[src/rtl/prm_oblgc_pkg.sv]
// prm_oblgc_pkg: shared types and constants for the obstacle-lattice edge-check sequencer
package prm_oblgc_pkg;
    localparam int OBS_W = 15;
    localparam int CHK_LAT_MAX = 4;
    typedef logic [OBS_W-1:0] obs_code_t;
    typedef enum logic [1:0] {IDLE, SCAN, DRAIN, DONE} sched_state_e;
endpackage

[src/rtl/prm_oblgc_sched_if.sv]
// prm_oblgc_sched_if: control, obstacle stream, checker bank and result signals of the sequencer
interface prm_oblgc_sched_if #(
    parameter int NUM_EDGES = 512,
    parameter int CNT_W = 10
);
    logic start, abort, obs_valid, obs_ready, res_valid, res_ready, res_hit, busy;
    logic [CNT_W-1:0] obs_cnt, res_obs;
    prm_oblgc_pkg::obs_code_t obs_data, chk_vec;
    logic [NUM_EDGES-1:0] chk_mask, res_mask;
    modport master(
        output start, obs_cnt, abort, obs_valid, obs_data, chk_mask, res_ready,
        input obs_ready, chk_vec, res_valid, res_mask, res_hit, res_obs, busy
    );
    modport slave(
        input start, obs_cnt, abort, obs_valid, obs_data, chk_mask, res_ready,
        output obs_ready, chk_vec, res_valid, res_mask, res_hit, res_obs, busy
    );
endinterface

[src/rtl/prm_oblgc_vldpipe.sv]
// prm_oblgc_vldpipe: valid shift register tracking codes in flight through the checker bank
module prm_oblgc_vldpipe #(
    parameter int DEPTH = 1
) (
    input  logic             clk,
    input  logic             rst_n,
    input  logic             clr,
    input  logic             din,
    output logic [DEPTH-1:0] q
);
    always_ff @(posedge clk)
        q <= (!rst_n || clr) ? '0 : (q << 1) | DEPTH'(din);
endmodule

[src/rtl/prm_oblgc_sched.sv]
// prm_oblgc_sched: feeds obstacle codes to the checker bank and ORs returned masks into one bitmap per scan
module prm_oblgc_sched
    import prm_oblgc_pkg::*;
#(
    parameter int NUM_EDGES = 512,
    parameter int CHK_LAT = 0,
    parameter int CNT_W = 10
) (
    input logic clk,
    input logic rst_n,
    prm_oblgc_sched_if.slave bus
);
    localparam logic [CHK_LAT:0] LAST = (CHK_LAT+1)'(1) << CHK_LAT;
    sched_state_e state;
    logic [CNT_W-1:0] remain;
    logic [NUM_EDGES-1:0] acc;
    logic [CHK_LAT:0] vq;
    logic hs, kill, last;
    assign hs = bus.obs_valid && bus.obs_ready;
    assign kill = bus.abort && (state == SCAN || state == DRAIN);
    // only the oldest entry left in flight means this edge folds in the final mask
    assign last = state == DRAIN && vq == LAST;
    assign bus.busy = state != IDLE;
    assign bus.res_mask = acc;
    assign bus.res_hit = |acc;
    prm_oblgc_vldpipe #(.DEPTH(CHK_LAT + 1)) u_vldpipe (
        .clk(clk),
        .rst_n(rst_n),
        .clr(kill),
        .din(hs && !kill),
        .q(vq)
    );
    always_ff @(posedge clk) begin
        if (!rst_n) begin
            state <= IDLE;
            remain <= '0;
            acc <= '0;
            bus.res_obs <= '0;
            bus.chk_vec <= '0;
            bus.obs_ready <= 1'b0;
            bus.res_valid <= 1'b0;
        end else begin
            if (hs && !kill) begin
                bus.chk_vec <= bus.obs_data;
                remain <= remain - 1'b1;
                bus.res_obs <= bus.res_obs + 1'b1;
            end
            if (vq[CHK_LAT] && !kill)
                acc <= acc | bus.chk_mask;
            if (kill) begin
                state <= IDLE;
                acc <= '0;
                bus.obs_ready <= 1'b0;
            end else begin
                case (state)
                    IDLE: if (bus.start) begin
                        acc <= '0;
                        bus.res_obs <= '0;
                        remain <= bus.obs_cnt;
                        state <= bus.obs_cnt == '0 ? DONE : SCAN;
                        bus.obs_ready <= bus.obs_cnt != '0;
                        bus.res_valid <= bus.obs_cnt == '0;
                    end
                    SCAN: if (hs && remain == CNT_W'(1)) begin
                        state <= DRAIN;
                        bus.obs_ready <= 1'b0;
                    end
                    DRAIN: if (last) begin
                        state <= DONE;
                        bus.res_valid <= 1'b1;
                    end
                    DONE: if (bus.res_ready) begin
                        state <= IDLE;
                        bus.res_valid <= 1'b0;
                    end
                endcase
            end
        end
    end
endmodule
[src/flat_wrapper.sv]
// flat-port wrapper written by rule: the top's interface ports become plain ports
module prm_oblgc_sched_flat import prm_oblgc_pkg::*;
#(
    parameter int NUM_EDGES = 512,
    parameter int CHK_LAT = 0,
    parameter int CNT_W = 10
)
  (clk, rst_n, bus_start, bus_obs_cnt, bus_abort, bus_obs_valid, bus_obs_data, bus_chk_mask, bus_res_ready, bus_obs_ready, bus_chk_vec, bus_res_valid, bus_res_mask, bus_res_hit, bus_res_obs, bus_busy);
  prm_oblgc_sched_if #(.NUM_EDGES(NUM_EDGES), .CNT_W(CNT_W)) bus_i ();
  input logic clk;
  input logic rst_n;
  input wire logic [$bits(bus_i.start)-1:0] bus_start;
  input wire logic [$bits(bus_i.obs_cnt)-1:0] bus_obs_cnt;
  input wire logic [$bits(bus_i.abort)-1:0] bus_abort;
  input wire logic [$bits(bus_i.obs_valid)-1:0] bus_obs_valid;
  input wire logic [$bits(bus_i.obs_data)-1:0] bus_obs_data;
  input wire logic [$bits(bus_i.chk_mask)-1:0] bus_chk_mask;
  input wire logic [$bits(bus_i.res_ready)-1:0] bus_res_ready;
  output wire logic [$bits(bus_i.obs_ready)-1:0] bus_obs_ready;
  output wire logic [$bits(bus_i.chk_vec)-1:0] bus_chk_vec;
  output wire logic [$bits(bus_i.res_valid)-1:0] bus_res_valid;
  output wire logic [$bits(bus_i.res_mask)-1:0] bus_res_mask;
  output wire logic [$bits(bus_i.res_hit)-1:0] bus_res_hit;
  output wire logic [$bits(bus_i.res_obs)-1:0] bus_res_obs;
  output wire logic [$bits(bus_i.busy)-1:0] bus_busy;
  assign bus_i.start = bus_start;
  assign bus_i.obs_cnt = bus_obs_cnt;
  assign bus_i.abort = bus_abort;
  assign bus_i.obs_valid = bus_obs_valid;
  assign bus_i.obs_data = bus_obs_data;
  assign bus_i.chk_mask = bus_chk_mask;
  assign bus_i.res_ready = bus_res_ready;
  assign bus_obs_ready = bus_i.obs_ready;
  assign bus_chk_vec = bus_i.chk_vec;
  assign bus_res_valid = bus_i.res_valid;
  assign bus_res_mask = bus_i.res_mask;
  assign bus_res_hit = bus_i.res_hit;
  assign bus_res_obs = bus_i.res_obs;
  assign bus_busy = bus_i.busy;
  prm_oblgc_sched #(.NUM_EDGES(NUM_EDGES), .CHK_LAT(CHK_LAT), .CNT_W(CNT_W)) u_core (.clk(clk), .rst_n(rst_n), .bus(bus_i));
endmodule
[config.mk]
export PLATFORM = sky130hd
export DESIGN_NAME = prm_oblgc_sched_flat
export DESIGN_NICKNAME = d
export VERILOG_FILES = /design/src/rtl/prm_oblgc_pkg.sv /design/src/rtl/prm_oblgc_sched_if.sv /design/src/rtl/prm_oblgc_vldpipe.sv /design/src/rtl/prm_oblgc_sched.sv /design/src/flat_wrapper.sv
export SDC_FILE = /design/constraint.sdc
export NUM_CORES = 1
export LEC_CHECK = 0
export ABC_AREA = 1
export ABC_CLOCK_PERIOD_IN_PS = 1700
export CAP_MARGIN = 10
export CORE_AREA = 2 2 428 430
export CTS_CLUSTER_SIZE = 28
export DETAILED_ROUTE_END_ITERATION = 8
export DIE_AREA = 0 0 430 432
export GPL_ROUTABILITY_DRIVEN = 0
export PLACE_DENSITY_LB_ADDON = 0.1
export SYNTH_ARGS = -nofsm -noshare
export SYNTH_HDL_FRONTEND = slang
export SYNTH_SLANG_ARGS = --single-unit
[constraint.sdc]
create_clock -name clk -period 1.7 [get_ports clk]
set_input_delay 0.34 -clock clk [delete_from_list [all_inputs] [get_ports clk]]
set_output_delay 0.34 -clock clk [all_outputs]
set_load 0.03 [all_outputs]
# After elaboration in Yosys (flattened, before gate mapping)
# Index checks and enable logic that the tools add are counted.
word_totals:
  reg_bits: 552
  input_bits: 543
  word_cells: 66
classes:
  eq_ne: 8
  addsub: 2
  n_reduce_logical: 21
  n_mux: 24
  bitwise_logic: 3
ops:
  columns: ["operator", "n"]
  rows:
  - ["2-to-1 mux 512 bit", 3]
  - ["OR 512 bit", 1]
  - ["OR reduction 512 bit", 1]
  - ["2-to-1 mux 10 bit", 8]
  - ["adder 10 x 1 -> 10 bit, second input constant", 1]
  - ["== test 10 x 1 -> 1 bit, second input constant", 1]
  - ["logical NOT 10 bit", 1]
  - ["2-to-1 mux 2 bit", 5]
  - ["nonzero test 10 bit", 1]
  - ["subtractor 10 x 1 -> 10 bit, second input constant", 1]
  - ["one-hot mux 2 bit (4 select lines)", 1]
  - ["logical AND 1 bit", 6]
  - ["!= test 2 bit, second input constant", 3]
  - ["2-to-1 mux 1 bit", 5]
  - ["AND reduction 5 bit", 1]
  - ["== test 2 bit, second input constant", 2]
  - ["AND reduction 4 bit", 1]
  - ["nonzero test 2 bit", 2]
  - ["one-hot mux 1 bit (3 select lines)", 1]
  - ["AND reduction 3 bit", 1]
  - ["nonzero test 3 bit", 1]
  - ["== test 2 x 1 -> 1 bit, second input constant", 1]
  - ["logical NOT 1 bit", 2]
  - ["logical NOT 2 bit", 1]
  - ["other kinds (5)", 7]

# Depth between registers and ports, before layout
# Gate-level depths: netlist of run 1.
logic_depth:
  word_depth: 9
  ltp_mapped: 11

# Cells and area by module
# Synthesis of run 1 repeated with hierarchy kept, for this count alone.
unflattened:
  cells_unflattened: 2361
  area_unflattened_um2: 19218.4
modules_own_cells:
  columns: ["mod", "cells_each", "seq_area_each_um2", "instances", "area_per_inst_um2"]
  rows:
  - ["prm_oblgc_sched", 2358, 11030.6, 1, 19188.4]
  - ["prm_oblgc_vldpipe", 3, 20.0, 1, 30.0]

# Worst setup path before layout of run 1
# No wires, ideal clock.
synth_path:
  path_kind: "reg2reg"
  startpoint: "register u_core.state[0]"
  endpoint: "register u_core.bus.res_obs[9]"
  arrival_time_ns: 1.608
  path_buffers: 1
  slack_ns: -0.025
  required_ns: 1.583
  path_stages_with_launch: 12
  path_cell_list: "dfxtp_1 inv_1 ha_1 nand2_1 nand3_1 buf_2 nor2_4 nand2_2 nor2_2 nand3_1 nand2_1 a21oi_1"
synth_via:
  elab_chain_cells: 9
  word_cells_on_any_way: 11
synth_rtl:
  columns: ["element", "line_no", "text"]
  rows:
  - ["start: declaration", "prm_oblgc_sched.sv:14", "sched_state_e state;"]
  - ["start signal: assignment", "prm_oblgc_sched.sv:60", "state <= bus.obs_cnt == '0 ? DONE : SCAN;"]
  - ["== test 2 x 1 -> 1 bit or == test 2 bit (tied branches)", "prm_oblgc_sched.sv:20", "assign kill = bus.abort && (state == SCAN || state == DRAIN);"]
  - ["logical OR 1 bit", "prm_oblgc_sched.sv:20", null]
  - ["logical AND 1 bit", "prm_oblgc_sched.sv:20", null]
  - ["logical NOT 1 bit", "prm_oblgc_sched.sv:43", "if (hs && !kill) begin"]
  - ["logical AND 1 bit", "prm_oblgc_sched.sv:43", null]
  - ["2-to-1 mux 10 bit", "prm_oblgc_sched.sv:43", null]
  - ["2-to-1 mux 10 bit", "prm_oblgc_sched.sv:56", "IDLE: if (bus.start) begin"]
  - ["2-to-1 mux 10 bit", "prm_oblgc_sched.sv:55", "case (state)"]
  - ["2-to-1 mux 10 bit (*)", "prm_oblgc_sched.sv:50", "if (kill) begin"]
  - ["end signal: assignment", "prm_oblgc_sched.sv:46", "bus.res_obs <= bus.res_obs + 1'b1;"]
  - ["end: declaration", "prm_oblgc_sched_if.sv:16", "output obs_ready, chk_vec, res_valid, res_mask, res_hit, res_obs, busy"]
# Every way passes the cells marked *; elsewhere a longest branch is shown, timed or not.
# A chain may end at the register's enable or synchronous reset.

# Worst setup path in the final report of run 1
layout_path:
  startpoint: "register u_core.acc[100] (netlist: u_core.bus.res_mask[100])"
  endpoint: "output port bus_res_hit"
layout_via:
  elab_chain_cells: 1
layout_rtl:
  columns: ["element", "line_no", "text"]
  rows:
  - ["start: declaration", "prm_oblgc_sched.sv:16", "logic [NUM_EDGES-1:0] acc;"]
  - ["start signal: assignment", "prm_oblgc_sched.sv:49", "acc <= acc | bus.chk_mask;"]
  - ["OR reduction 512 bit", "prm_oblgc_sched.sv:25", "assign bus.res_hit = |acc;"]
  - ["end: declaration", "flat_wrapper.sv:23", "output wire logic [$bits(bus_i.res_hit)-1:0] bus_res_hit;"]
# No other way between the ends.

==> impl_results.md, run 1 <==
- Crit path buffers/inverters: 2
- FP Rows: around 160
- Die Wd: between 400 and 500 um
- Min-Delay Path Depth: 3
- Top delay family on crit path: simple AND/OR/NAND/NOR gates
- Cell area power density: approximately 1100 nW/um^2
- Net Sw Frac: 0.3466
- Port buffer count: around 1,100
- Vias in the first global route: 23,900
- GR Util met3: 0.03849
- Mapped cell area: about 19,000 um^2
- Initial core utilization: 0.1065
- Initial antenna violation count: 17
- GRT overflow: 0
- Max VDD drop: just under 0.0006 V
- Setup WS post-layout: -1.023 ns
- First-pass DRT Iterations: 5
- Maxcap violations: 0
- Max transition margin: 0.7803
- Failing checks: negative setup slack
- Startpoint types: flip-flop
- GRT Max-Usage Layer: met2
- Layout cells sized above 1: 0.5265
- Cells after Synth: around 2,300
- Skew-Pair Late Insertion Delay: 0.72 ns
- Max Freq: 367.3 MHz
- Buffer depth of the longest clock path: 3
- Most frequent cells in the layout: 712 x buf_6, 620 x nor2_1, 542 x clkdlybuf4s50_1, 393 x buf_4, 365 x a21oi_1
- Global Route Usage Sum: 0.1396
- Pint: 33.43 mW
- CTS Buf Count: slightly above 80
- Sequential Power Share: 0.277
- # DRC: 0
- Seq/Total Area, Yosys: 0.5713
- Unique cell type count in the Yosys netlist: 31
- Final nets: 4,742
- M1 GR Usage: 0.1563
- Fin crit period: between 2 and 3 ns
- Hold_sp: bus_chk_mask[378]
- Clock Skew: ~0.037 ns
- Area growth, synth to finish: 147.8%
- CTS tree: yes
- Post-route clock period utilization: 1.602
- Hold_ws: approximately 0.19 ns
- WP data required: around 1.4 ns
- Reg2Reg Launch Point: u_core.state[0]
- Wire per inst: between 20 and 25 um
- Mean Syn Cell Area: roughly 8.2 um^2
- # IOs: approximately 1,100
- Detailed Place HPWL: between 100,000 and 150,000 um
- Clock root buffer master: clkbuf_16
- First-pass GRT wire length: between 150,000 and 200,000 um
- WP data arrival: 2.38 ns
- Die ar.: 185,800 um^2
- H-tree Lvls: 3
- Final hold vios: 0
- RSZ-0062 raised after global routing: yes
- Largest net degree at the start of global routing: 40
- Setup-failing EPs final: between 500 and 600
- Slew Limit Fails: 0
- Combinational share of power: 0.380
- Post-route ant nets: 0
- Starting DRT DRC Count: around 640
- Clock sinks: 552
- Worst r2r dst: u_core.bus.res_mask[396]
- Leak pwr: just under 20 nW
- Synthesis Warnings: 0
- Crit-path slowest cell: dfxtp_2
- Design Power: between 50 and 60 mW
- Most common cell after layout, fill and taps aside: buf_6
- Worst min path class: in -> reg
- Crit. End Element: output port
- Reg2reg setup slack: -0.28 ns
- Core Box Area: around 180,000 um^2
- CP max stage delay: about 0.32 ns
- Net Sw Power: about 18 mW
- WS Path Type: reg -> out
- Part of the power in the clock network: 0.343
- Met2 GRT Util: 0.2566
- Clock transition at the registers of the reported paths: approximately 0.06 ns
- Die Ht: 432 um
- WL final: between 100,000 and 150,000 um
- Status: complete, but fails checks
- Slew @ Worst Pin: roughly 0.33 ns
- Worst R2R Path Depth: 12
- Syn_nets: just under 3,000
- Vias: around 23,000
- Hold EP: u_core.bus.res_mask[378]
- Max Fanout on Critical Path: 2
- Crit path cell chain: nor2_2 -> buf_6 -> nand4_1 -> nor2_1 -> nand2_2 -> nor2_4 -> nand2_8 -> nor2_4 -> nand2_2 -> buf_6
- #FFs+latches synth: approximately 550
- Vias per Instance: around 3.5
-- per-layer routing --
layer	vias up	routed length, um
li1	11470	-
met1	11180	60020
met2	596	76080
met3	147	8152
met4	4	2963
met5	-	33
-- kinds of logic after synthesis --
family,share of synthesized area
and+or+nand+nor,0.2136
AOI/OAI and AO/OA,0.1471
DFF,0.5713
buffers and inverters,0.05925
xor gates and xnor gates,0.003622
adders and majority gates,0.005175
-- power by group through the flow --
stage          Combinational, mW  Sequential, mW  Clock, mW
3_3_place_gp                12.9            14.3          0
2_1_floorplan               4.66            15.4          0
6_report                    19.4            14.2       17.5
4_1_cts                     14.4            14.1       18.4
5_1_grt                     20.8            14.2       18.8
3_5_place_dp                12.8            14.3          0
-- flip-flops by register name, summed over array words and instances (netlist names) --
signal                cells
u_core.bus.res_mask     512
u_core.bus.chk_vec       15
u_core.bus.res_obs       10
u_core.remain            10
u_core.state              2
u_core.bus.obs_ready      1
u_core.bus.res_valid      1
u_core.u_vldpipe.q        1
-- Yosys cell counts (all sizes together) --
master | count | area (um^2)
dfxtp | 552 | 11050
or2 | 2 | 12.51
nand3 | 9 | 45.04
a221oi | 1 | 8.760
xnor2 | 4 | 35.03
nand2 | 119 | 456.7
nor3 | 1 | 5.000
nor2 | 836 | 3181
o21ai | 30 | 150.1
a21oi | 527 | 2638
inv | 59 | 221.5
nand4 | 57 | 356.6
clkbuf | 6 | 22.52
a31oi | 3 | 18.77
o31ai | 2 | 15.01
and2 | 12 | 75.08
ha | 8 | 100.1
xor2 | 4 | 35.03
buf | 113 | 902.1
a211oi | 1 | 7.510
o211ai | 1 | 7.510
-- through the flow --
step	instances	setup slack, ns	cell area, um^2	TNS [ns]	utilization
6_report	6639	-1.023	47930	-93.79	0.2638
5_1_grt	6638	-1.215	47930	-153.77	0.2638
4_1_cts	6543	-1.285	43920	-51.27	0.2417
3_5_place_dp	6357	-1.069	37690	-142.83	0.2074
3_3_place_gp	6357	-1.101	37690	-159.07	0.2074
2_1_floorplan	2347	0.01274	19340	0	-
-- worst reg2reg max path: stages (launching register included) --
cell	delay, ns
dfxtp_2	0.33
inv_2	0.05
ha_4	0.25
nand2_4	0.09
inv_8	0.04
buf_6	0.12
nor2_4	0.12
buf_12	0.16
buf_12	0.13
nand2_8	0.11
clkbuf_16	0.24
clkbuf_16	0.20
nor2_1	0.11
-- cell type report --
class	count	area [um^2]
flip-flops and latches	552	11510
diodes	3	7.507
fillers	19700	133800
clock buffers	128	2476
inverters	59	240.2
well taps	2385	2984
clock inverters	15	205.2
multi-input cells	1620	9452
repair buffers	1877	21060
-- worst max-delay path by stage --
stage                                         from                     to  slack, ns  cells past startpoint
after floorplan                    u_core.state[1]  u_core.bus.res_obs[9]       0.01                     11
after global placement     u_core.bus.res_mask[95]            bus_res_hit      -1.10                     10
after detailed placement  u_core.bus.res_mask[101]            bus_res_hit      -1.07                     11
after CTS                 u_core.bus.res_mask[101]            bus_res_hit      -1.28                     10
after global routing      u_core.bus.res_mask[398]            bus_res_hit      -1.21                     10
final                     u_core.bus.res_mask[100]            bus_res_hit      -1.02                     10
-- what timing repair did --
action / in CTS / in global routing
buffers inserted: 58 / 31
pin swaps: 17 / 196
cloned: 16 / 72
endpoints found under the setup margin: 1083 / 704
hold buffers: 0 / 0
gates resized for setup: 3656 / 593
No activity file was read; power rests on OpenSTA's default activity.
==> run 2: changes to the inputs <==
--- a/config.mk
+++ b/config.mk
@@ -9,6 +9,7 @@
 export ABC_CLOCK_PERIOD_IN_PS = 1700
 export CAP_MARGIN = 10
 export CORE_AREA = 2 2 428 430
+export CTS_BUF_LIST = sky130_fd_sc_hd__clkbuf_16
 export CTS_CLUSTER_SIZE = 28
 export DETAILED_ROUTE_END_ITERATION = 8
 export DIE_AREA = 0 0 430 432
==> run 2 against run 1 <==
The flow still finishes with violations (negative setup slack); die area stayed put; clock-buffer cell count is 45 lower; core utilization is 0.14 points higher; flip-flop and latch count stayed put; cell count hardly changed; largest power group unchanged; first-iteration DRC count is 3.3% lower; clock power is 7% lower.
==> impl_results.md, run 2 (synthesis results as in run 1) <==
- Most common cell after layout, fill and taps aside: buf_6
- Worst min path class: in -> reg
- # IOs: 1,084 (unchanged)
- WS Path Type: reg -> out
- Wire per inst: 22.07 um (-0.51%)
- # DRC: 0 (unchanged)
- First-pass GRT wire length: 185,200 um (+0.43%)
- CP max stage delay: 0.36 ns (+0.04 ns)
- WP data arrival: 2.39 ns (about the same)
- Max Freq: 366.0 MHz (-0.34%)
- Die ar.: 185,800 um^2 (unchanged)
- Post-route ant nets: 0 (unchanged)
- Min-Delay Path Depth: 3 (unchanged)
- Maxcap violations: 0 (unchanged)
- Final nets: 4,747 (+0.11%)
- Levels on crit path: 9 (-1)
- Starting DRT DRC Count: 620 (-3.3%)
- Slew @ Worst Pin: 0.3361 ns (+0.007826 ns)
- Crit path cell chain: nor2_1 -> nand4_1 -> nor2_1 -> nand2_2 -> nor2_4 -> nand2_8 -> nor2_4 -> nand2_2 -> buf_6
- Worst R2R Path Depth: 12 (unchanged)
- Setup-failing EPs final: 521 (-4.4%)
- WL final: 146,600 um (-0.44%)
- Clock Skew: 0.03742 ns (+0.00001530 ns)
- Max VDD drop: 0.0006424 V (+7.6%)
- Design Power: 50.42 mW (-1.5%)
- Status: complete, but fails checks
- Startpoint types: flip-flop
- Fillcell total: 19,710 (+0.015%)
- Layout cells sized above 1: 0.5289 (+0.002436)
- Crit-path slowest cell: dfxtp_4
- Dpl cell area: 37,690 um^2 (unchanged)
- Die Wd: 430 um (unchanged)
- Area growth, synth to finish: 149.2%
- CTS tree: yes
- Leak pwr: 19.40 nW (+0.43%)
- Largest register FFs: 512 (unchanged)
- Fin crit period: 2.732 ns (+0.009280 ns)
- Clock root buffer master: clkbuf_16
- RSZ-0062 raised after global routing: yes
- Clock sinks: 552 (unchanged)
- Detailed Place HPWL: 106,500 um (unchanged)
- Post-route clock period utilization: 1.607 (+0.005459)
- Failing checks: negative setup slack
- Skew-Pair Late Insertion Delay: 0.72 ns (about the same)
- Slew Limit Fails: 0 (unchanged)
- GRT overflow: 0 (unchanged)
- Vias: 23,430 (+0.13%)
- Die Ht: 432 um (unchanged)
- Initial antenna violation count: 20 (+3)
- Initial core utilization: 0.1065 (unchanged)
- Buffer depth of the longest clock path: 3 (unchanged)
- Cell area power density: 1046 nW/um^2 (-2.0%)
- Port buffer count: 1,083 (unchanged)
- Crit. End Element: output port
- Top delay family on crit path: simple AND/OR/NAND/NOR gates
- FP Rows: 157 (unchanged)
- Most frequent cells in the layout: 712 x buf_6, 587 x nor2_1, 542 x clkdlybuf4s50_1, 385 x buf_4, 365 x a21oi_1
- Setup WS post-layout: -1.032 ns (-0.009280 ns)
- Vias per Instance: 3.526 (about the same)
- Crit path buffers/inverters: 1 (-1)
- Largest net degree at the start of global routing: 40 (unchanged)
- WP data required: 1.36 ns (about the same)
- Max Fanout on Critical Path: 2 (unchanged)
- H-tree Lvls: 3 (unchanged)
- Clock transition at the registers of the reported paths: 0.06 ns (about the same)
- Global Route Usage Sum: 0.1405 (+0.0009106)
- Vias in the first global route: 23,970 (+0.28%)
- Fin area: 48,200 um^2 (+0.55%)
- Core Box Area: 181,700 um^2 (unchanged)
- First-pass DRT Iterations: 4 (-1)
- Final hold vios: 0 (unchanged)
- Max transition margin: 0.7751 (-0.005237)
- CTS Buf Count: 81 (unchanged)
-- run 2: timing repair --
action	CTS	global route
setup endpoints to repair	1083	705
hold buffers	0	0
gates cloned	18	67
hold endpoints to repair	0	0
setup buffers	64	38
pin swaps	19	204
resized for setup	3669	678
-- run 2: metrics by stage --
stage	util	setup TNS (ns)	setup WS (ns)	hold slack (ns)	cells
2_1_floorplan	-	0	0.01274	0.4465	2347
3_3_place_gp	0.2074	-159.07	-1.101	0.4601	6357
3_5_place_dp	0.2074	-142.83	-1.069	0.4622	6357
4_1_cts	0.2413	-53.77	-1.286	0.07502	6551
5_1_grt	0.2652	-130.67	-1.207	0.1517	6643
6_report	0.2653	-71.23	-1.032	0.1885	6644
-- run 2: routing by layer --
layer  global-route usage  vias to the layer above  part of all wire
met5                    0                        -           0.00018
met4              0.03665                        4             0.019
met3              0.03815                      146             0.055
met2               0.2590                      599              0.52
met1               0.1579                    11210              0.40
li1                     -                    11470                 -
-- run 2: worst paths after layout --
kind / end / from / slack (ns)
worst max register to register: u_core.bus.res_mask[464] / u_core.state[1] / -0.26
worst max-delay path: bus_res_hit / u_core.bus.res_mask[114] / -1.03
worst min register to register: u_core.bus.res_valid / u_core.bus.res_valid / 0.46
worst min-delay path: u_core.bus.res_mask[378] / bus_chk_mask[378] / 0.19
-- run 2: report_power, final --
group          internal [mW]  switching [mW]  total (mW)
Combinational           9.62            10.3        19.9
Clock                   9.36            6.95        16.3
Sequential              13.7           0.480        14.2
Total                   32.7            17.8        50.4
-- run 2: area by class of cell --
cell class                      instances  area (um^2)  area share
Clock buffer                           83         2077     0.04309
Clock inverter                         60        374.1    0.007762
Tap cell                             2385         2984     0.06191
Sequential cell                       552        11520      0.2390
Inverter                               59        239.0    0.004958
Antenna cell                            3        7.507   0.0001558
Timing Repair Buffer                 1885        21320      0.4423
Multi-Input combinational cell       1617         9678      0.2008
-- run 2: tightest hold or removal path: cells and delay by family --
family,cells,cell delay (ns)
buffers and inverters,1,0.39
AND/OR/NAND/NOR,1,0.08
AO/OA/AOI/OAI,1,0.04
